--- config.mk ---
export PLATFORM = sky130hd
export DESIGN_NAME = embs_mst_arbiter
export DESIGN_NICKNAME = d
export VERILOG_FILES = /design/src/rtl/embs_mst_arbiter.sv
export SDC_FILE = /design/constraint.sdc
export NUM_CORES = 1
export LEC_CHECK = 0
export ABC_AREA = 1
export ABC_CLOCK_PERIOD_IN_PS = 2850
export CORE_MARGIN = 4
export CORE_UTILIZATION = 37
export DETAILED_ROUTE_END_ITERATION = 8
export HOLD_SLACK_MARGIN = 0.05
export PLACE_DENSITY = 0.91
export SLEW_MARGIN = 10
export SYNTH_ARGS = -nofsm -noshare
export SYNTH_HDL_FRONTEND = slang
export SYNTH_SLANG_ARGS = --single-unit
--- constraint.sdc ---
create_clock -name Bus2IP_Clk -period 2.85 [get_ports Bus2IP_Clk]
set_clock_uncertainty 0.15 [all_clocks]
set_input_delay 0.7125 -clock Bus2IP_Clk [delete_from_list [all_inputs] [get_ports Bus2IP_Clk]]
set_output_delay 0.7125 -clock Bus2IP_Clk [all_outputs]
set_load 0.01 [all_outputs]
--- src/rtl/embs_mst_arbiter.sv ---
// Two-requester read-port arbiter for the PLB master interface.
// Requester 0 (VGA fetch) has fixed priority. A consecutive-grant limit keeps
// requester 1 (DMA/blitter) from starving. The granted command is latched,
// the bus handshake is forwarded, and read data is steered to the owner.
module embs_mst_arbiter #(
  parameter int unsigned MAX_CONSEC = 4,
  parameter int unsigned TIMEOUT    = 4095
) (
  input  logic        Bus2IP_Clk,
  input  logic        Bus2IP_Reset,
  input  logic        Req0_RdReq,
  input  logic [0:31] Req0_Addr,
  input  logic [0:11] Req0_Length,
  input  logic        Req0_Type,
  output logic        Req0_CmdAck,
  output logic [0:31] Req0_RdD,
  output logic        Req0_Sof_n,
  output logic        Req0_Eof_n,
  output logic        Req0_SrcRdy_n,
  input  logic        Req1_RdReq,
  input  logic [0:31] Req1_Addr,
  input  logic [0:11] Req1_Length,
  input  logic        Req1_Type,
  output logic        Req1_CmdAck,
  output logic [0:31] Req1_RdD,
  output logic        Req1_Sof_n,
  output logic        Req1_Eof_n,
  output logic        Req1_SrcRdy_n,
  output logic        IP2Bus_MstRd_Req,
  output logic [0:31] IP2Bus_Mst_Addr,
  output logic [0:11] IP2Bus_Mst_Length,
  output logic        IP2Bus_Mst_Type,
  input  logic        Bus2IP_Mst_CmdAck,
  input  logic [0:31] Bus2IP_MstRd_d,
  input  logic        Bus2IP_MstRd_sof_n,
  input  logic        Bus2IP_MstRd_eof_n,
  input  logic        Bus2IP_MstRd_src_rdy_n,
  output logic [1:0]  Grant,
  output logic        Busy,
  output logic        Abort
);

  typedef enum logic [1:0] {
    S_IDLE,
    S_CMD,
    S_DATA,
    S_DONE
  } state_t;

  localparam logic [3:0]  CONSEC_LIM = 4'(MAX_CONSEC);
  localparam logic [11:0] TIMER_LAST = 12'(TIMEOUT - 1);

  state_t      state_q, state_d;
  logic [1:0]  grant_q, grant_d;
  logic        owner_q, owner_d;      // 1 = requester 1 owns the current command
  logic [0:31] addr_q, addr_d;
  logic [0:11] len_q, len_d;
  logic        type_q, type_d;
  logic        mst_req_q, mst_req_d;
  logic        abort_q, abort_d;
  logic [3:0]  consec_q, consec_d;
  logic [11:0] timer_q, timer_d;

  logic        sel1;
  logic        in_cmd, in_data;
  logic        eof_beat;

  // Next-state, arbitration and bookkeeping
  always_comb begin
    state_d   = state_q;
    grant_d   = grant_q;
    owner_d   = owner_q;
    addr_d    = addr_q;
    len_d     = len_q;
    type_d    = type_q;
    mst_req_d = mst_req_q;
    abort_d   = 1'b0;
    consec_d  = consec_q;
    timer_d   = timer_q;
    sel1      = Req1_RdReq && (!Req0_RdReq || (consec_q >= CONSEC_LIM));
    eof_beat  = !Bus2IP_MstRd_eof_n && !Bus2IP_MstRd_src_rdy_n;

    case (state_q)
      S_IDLE: begin
        if (Req0_RdReq || Req1_RdReq) begin
          owner_d   = sel1;
          grant_d   = sel1 ? 2'b10 : 2'b01;
          addr_d    = sel1 ? Req1_Addr : Req0_Addr;
          len_d     = sel1 ? Req1_Length : Req0_Length;
          type_d    = sel1 ? Req1_Type : Req0_Type;
          mst_req_d = 1'b1;
          state_d   = S_CMD;
        end
      end
      S_CMD: begin
        if (Bus2IP_Mst_CmdAck) begin
          mst_req_d = 1'b0;
          timer_d   = '0;
          state_d   = S_DATA;
        end
      end
      S_DATA: begin
        // A valid EOF beat wins over a timeout landing in the same cycle.
        if (eof_beat) begin
          grant_d = '0;
          state_d = S_DONE;
        end else if (timer_q == TIMER_LAST) begin
          grant_d = '0;
          abort_d = 1'b1;
          state_d = S_IDLE;
        end else begin
          timer_d = timer_q + 12'd1;
        end
      end
      S_DONE: begin
        if (!owner_q && Req1_RdReq) begin
          consec_d = (consec_q == 4'hF) ? consec_q : consec_q + 4'd1;
        end else begin
          consec_d = '0;
        end
        state_d = S_IDLE;
      end
      default: state_d = S_IDLE;
    endcase
  end

  // State and registered outputs, asynchronously reset
  always_ff @(posedge Bus2IP_Clk or posedge Bus2IP_Reset) begin
    if (Bus2IP_Reset) begin
      state_q   <= S_IDLE;
      grant_q   <= '0;
      owner_q   <= 1'b0;
      addr_q    <= '0;
      len_q     <= '0;
      type_q    <= 1'b0;
      mst_req_q <= 1'b0;
      abort_q   <= 1'b0;
      consec_q  <= '0;
      timer_q   <= '0;
    end else begin
      state_q   <= state_d;
      grant_q   <= grant_d;
      owner_q   <= owner_d;
      addr_q    <= addr_d;
      len_q     <= len_d;
      type_q    <= type_d;
      mst_req_q <= mst_req_d;
      abort_q   <= abort_d;
      consec_q  <= consec_d;
      timer_q   <= timer_d;
    end
  end

  assign in_cmd  = (state_q == S_CMD);
  assign in_data = (state_q == S_DATA);

  assign IP2Bus_MstRd_Req  = mst_req_q;
  assign IP2Bus_Mst_Addr   = addr_q;
  assign IP2Bus_Mst_Length = len_q;
  assign IP2Bus_Mst_Type   = type_q;
  assign Grant             = grant_q;
  assign Busy              = (state_q != S_IDLE);
  assign Abort             = abort_q;

  // Command acknowledge and read data steered to the owner only
  always_comb begin
    Req0_CmdAck   = in_cmd && grant_q[0] && Bus2IP_Mst_CmdAck;
    Req1_CmdAck   = in_cmd && grant_q[1] && Bus2IP_Mst_CmdAck;
    Req0_RdD      = '0;
    Req0_Sof_n    = 1'b1;
    Req0_Eof_n    = 1'b1;
    Req0_SrcRdy_n = 1'b1;
    Req1_RdD      = '0;
    Req1_Sof_n    = 1'b1;
    Req1_Eof_n    = 1'b1;
    Req1_SrcRdy_n = 1'b1;
    if (in_data && grant_q[0]) begin
      Req0_RdD      = Bus2IP_MstRd_d;
      Req0_Sof_n    = Bus2IP_MstRd_sof_n;
      Req0_Eof_n    = Bus2IP_MstRd_eof_n;
      Req0_SrcRdy_n = Bus2IP_MstRd_src_rdy_n;
    end
    if (in_data && grant_q[1]) begin
      Req1_RdD      = Bus2IP_MstRd_d;
      Req1_Sof_n    = Bus2IP_MstRd_sof_n;
      Req1_Eof_n    = Bus2IP_MstRd_eof_n;
      Req1_SrcRdy_n = Bus2IP_MstRd_src_rdy_n;
    end
  end

endmodule

# Word level (Yosys, flattened, before mapping)
# Index checks and enable logic that the tools add are counted.
[classes] add_sub_neg=2 order_cmp=1 eq_ne=11 muxes=32 reduce_logical=26
[op_table] operator="32-bit 2-to-1 mux" count=3
[op_table] operator="12-bit 2-to-1 mux" count=4
[op_table] operator="12-bit case mux with 2 select lines" count=1
[op_table] operator="2-bit 2-to-1 mux" count=7
[op_table] operator="12-bit by 1-bit adder with 12-bit output, second input constant" count=1
[op_table] operator="12-bit == test, second input constant" count=1
[op_table] operator="1-bit 2-to-1 mux" count=12
[op_table] operator="2-bit inequality test, second input constant" count=5
[op_table] operator="1-bit logical AND" count=9
[op_table] operator="3-bit AND reduction" count=3
[op_table] operator="4-bit 2-to-1 mux" count=2
[op_table] operator="2-bit case mux with 4 select lines" count=1
[op_table] operator="2-bit nonzero test" count=4
[op_table] operator="4-bit by 1-bit adder with 4-bit output, second input constant" count=1
[op_table] operator="2-bit == test, second input constant" count=2
[op_table] operator="4-bit == test, second input constant" count=1
[op_table] operator="4-bit by 3-bit >= comparator with 1-bit output, second input constant" count=1
[op_table] operator="1-bit logical NOT" count=4
[op_table] operator="2-bit case mux with 2 select lines" count=1
[op_table] operator="2-bit AND reduction" count=2
[op_table] operator="4-bit AND reduction" count=1
[op_table] operator="3-bit by 1-bit inequality test with 1-bit output, second input constant" count=1
[op_table] operator="2-bit by 1-bit == test with 1-bit output, second input constant" count=1
[op_table] operator="2-bit logical NOT" count=1
[op_table] operator="other kinds (2)" count=3
[totals] register_bits=68 in_bits=130 out_inout_bits=122 elab_cells=82

# Logic depth before layout (Yosys ltp)
[depth] ltp_word=6 depth_mapped=9 mapped_depth_nobuf=9

# Worst setup path before layout
# No wires, ideal clock.
[synth_timing] path_type="flip-flop to output port" startpoint="register state_q[0]" endpoint="output port Req0_RdD[10] in the netlist's numbering" arrival_ns=1.162 t_required_ns=1.987 path_slack_ns=0.825 path_stages_with_launch=7 n_path_buf=1 cell_sequence="dfrtp_1 > nor2_4 > inv_2 > nor2_2 > inv_2 > buf_2 > nor2_1"
[synth_via] elab_chain_len=3
[synth_lines] item="start, declared" line_no="53" rtl="state_t state_q, state_d;"
[synth_lines] item="start signal, assigned" line_no="141" rtl="state_q <= state_d;"
[synth_lines] item="2-bit == test" line_no="155" rtl="assign in_data = (state_q == S_DATA);"
[synth_lines] item="1-bit logical AND" line_no="177" rtl="if (in_data && grant_q[0]) begin"
[synth_lines] item="32-bit 2-to-1 mux" line_no="177"
[synth_lines] item="end, declared" line_no="16" rtl="output logic [0:31] Req0_RdD,"
# Every way passes these cells.

# Worst setup path in the final report
[layout_timing] startpoint="input port Bus2IP_MstRd_src_rdy_n" endpoint="output port Req1_SrcRdy_n"
[layout_via] elab_chain_len=1
[layout_lines] item="start, declared" line_no="37" rtl="input logic Bus2IP_MstRd_src_rdy_n,"
[layout_lines] item="1-bit 2-to-1 mux" line_no="183" rtl="if (in_data && grant_q[1]) begin"
[layout_lines] item="end, declared" line_no="28" rtl="output logic Req1_SrcRdy_n,"
# Every way passes these cells.

==> results.py <==
metrics = {
    "run_status": {
        "status": "complete, no violations",
    },
    "synthesis": {
        "synth_area_leaders": "dfrtp_1 44%, nor2_1 12%, nand2_1 12%",
        "syn_area_mm2": 0.00391,
        "syn_nets": 684,
        "yosys_register_bits": 68,
        "synth_most_common_cell": "nor2_1",
        "synth_ff_type": "dfrtp_1",
        "synthCells": 551,
        "synth_warnings": 0,
        "yosysTopAreaCell": "dfrtp_1",
        "ys_async_sr_fraction_pct": 100,
        "synth_seq_area_share_pct": 43.5,
        "netlist.area_leader.share_pct": 43.5,
        "yosysUniqueCellTypes": 28,
        "synth-edff-count": 0,
        "netlist_top_cells_count": "130 x nor2_1, 126 x nand2_1, 72 x a21oi_1",
        "avgSynthCellArea_um2": 7.10,
    },
    "finish": {
        "num_antenna_cells": 0,
        "multi_input_area_mm2": 0.00183,
        "area_growth_pct": 75.1,
        "regArea_mm2": 0.00170,
        "stdcell_count": 939,
        "drive_above_1_share_pct": 7.72,
        "nFillCells": 824,
        "layout.nets": 931,
    },
    "clock_tree": {
        "clk_path_buf_depth": 2,
        "cts_tree": "built",
        "cts.reportedPaths.clkPinSlew_ps": 70,
        "cts-root-buf": "clkbuf_8",
        "numClockSinks": 68,
        "ctsHtreeMaxLevel": 3,
        "clock_latency_ps": 340,
        "cts_buffers": 9,
    },
    "worst_setup_path": {
        "worst-r2r-setup-slack_ps": 1140,
        "path_common_cell": "clkdlybuf4s50_1",
        "worst-path-buf-inv": 3,
        "setup.worst_path.class": "in2out",
        "crit_start": "Bus2IP_MstRd_src_rdy_n",
        "setup.worst_path.start_class": "input port",
        "crit_path_end_kind": "output pin",
        "cp_cell_sequence": "clkdlybuf4s50_1 > inv_1 > nand2_1 > clkdlybuf4s50_1",
        "worstPathMaxFanout": 2,
        "cpPeakStageDelay_ps": 590,
        "worstPathArrival_ps": 1910,
        "r2r-start": "state_q[0]",
        "critPathSlowestCell": "clkdlybuf4s50_1",
        "critPathRequiredTime_ps": 1990,
        "cpLargestDelayFamily": "buffers and inverters",
    },
    "floorplan": {
        "ios": 252,
        "row_count": 37,
        "dieArea_mm2": 0.0123,
        "die_width_um": 111,
        "die_h_um": 111,
        "start_util_pct": 37.9,
        "core-area_mm2": 0.0103,
    },
    "placed_design": {
        "numPortBuffers": 251,
        "pre_cts_ws_ps": -42.8,
        "dp_hpwl_um": 10900,
        "dp.cells": 922,
        "gp_congestion": 0.859,
    },
    "route": {
        "wl_per_cell_um": 15.2,
        "via_count": 4500,
        "via_per_inst": 4.79,
        "wirelength_um": 14300,
        "firstDrtPassIters": 6,
        "drc": 0,
        "drtIter0Drc": 298,
        "antenna_left": 0,
    },
    "run": {
        "drv_cap": 0,
    },
    "sta": {
        "relSlewSlack_pct": 64.3,
        "fin_crit_ps": 2770,
        "maxSlewViolCount": 0,
        "tightestPinTransition_ps": 536,
        "max_freq_mhz": 361,
        "setup_slack_ps": 80.8,
        "setup_viol": 0,
        "hold_violations": 0,
        "holdWs_ps": 355,
        "tns_ps": 0,
        "period_share_pct": 97.2,
    },
    "power_and_ir_drop": {
        "p_leak_nw": 3.88,
        "ir_worst_vdd_mv": 0.505,
        "power_density_mw_per_mm2": 745,
    },
    "worst_hold_path": {
        "min_path_type": "reg2reg",
        "worstHoldStart": "IP2Bus_MstRd_Req",
    },
    "global_routing": {
        "grt_pass1_wl_um": 22000,
        "grt_antenna_before_repair": 0,
        "gr-total-overflow": 0,
        "grt_max_degree": 55,
        "grtUsageTotal_pct": 21.8,
        "grt_pass1_vias": 4352,
    },
}
[metal layers]
layer / track usage (%) / vias up / share of wire, %
met4: 7.64 / 0 / 2.1
li1: - / 2209 / -
met2: 39.0 / 204 / 50
met5: 0 / - / 0
met3: 8.57 / 21 / 10
met1: 23.3 / 2066 / 37
[worst min-delay path: stages (launching register included)]
cell and delay (ps):
dfrtp_1 350, nand2_1 60, nand2_1 60
[logic make-up after synthesis]
family                     Yosys count  synth area share (%)
AOI/OAI and AO/OA                  106                  16.1
buffers and inverters               87                  9.98
DFF                                 68                  43.5
adders and majority gates            3                 0.960
and+or+nand+nor                    283                  28.5
xor gates and xnor gates             4                 0.896
[flip-flops by register name, summed over array words and instances (netlist names)]
name	count
owner_q	1
consec_q	4
IP2Bus_Mst_Addr	32
state_q	2
Abort	1
IP2Bus_Mst_Length	12
Grant	2
timer_q	12
IP2Bus_Mst_Type	1
IP2Bus_MstRd_Req	1
[cell usage in the layout, fill, tap and decap left out, types with 4 or more instances in the layout]
master / count
a21oi_2: 19
clkdlybuf4s50_1: 183
inv_1: 53
buf_4: 8
dlygate4sd2_1: 14
clkdlybuf4s15_1: 4
clkbuf_8: 9
dlymetal6s2s_1: 50
a21oi_1: 72
nor2_1: 130
nand4_1: 4
inv_2: 7
nand3_1: 15
o21ai_0: 7
dfrtp_1: 68
nand2_1: 125
[area by class of cell]
cell class | instances | area share (%)
multi-input combinational | 396 | 26.7
sequential | 68 | 24.8
clock inverter | 5 | 0.767
timing repair buffer | 261 | 39.7
tap | 136 | 2.48
inverter | 62 | 3.54
clock buffer | 11 | 1.92
[per-stage QoR]
step	util (%)	area [um^2]	total power [W]
finish	66.4	6850	0.00510
global route	66.4	6850	0.00549
CTS	64.9	6700	0.00515
detailed placement	63.3	6530	0.00439
global placement	63.3	6530	0.00432
floorplan	-	3910	0.00299
[where the power goes]
group          leakage [nW]  internal [W]  switching, W  total [W]
combinational          2.98       0.00132       0.00140    0.00272
sequential            0.809       0.00137      0.000260    0.00163
clock                0.0931      0.000400      0.000354   0.000754
[what timing repair did]
action                                  CTS  global route
endpoints found under the setup margin   66            59
hold buffers                              0             0
pin swaps                                 0             1
resized for setup                        19            58
buffers inserted                          0             1
[worst paths after layout]
kind,endpoint,depth (start not counted)
setup reg to reg,IP2Bus_Mst_Addr[28],6
setup / recovery,Req1_SrcRdy_n,4
hold reg to reg,IP2Bus_MstRd_Req,2
min in group asynchronous,IP2Bus_Mst_Addr[25],2
hold / removal,IP2Bus_MstRd_Req,2
max in group asynchronous,IP2Bus_Mst_Length[7],3
No activity file was read; power rests on OpenSTA's default activity.
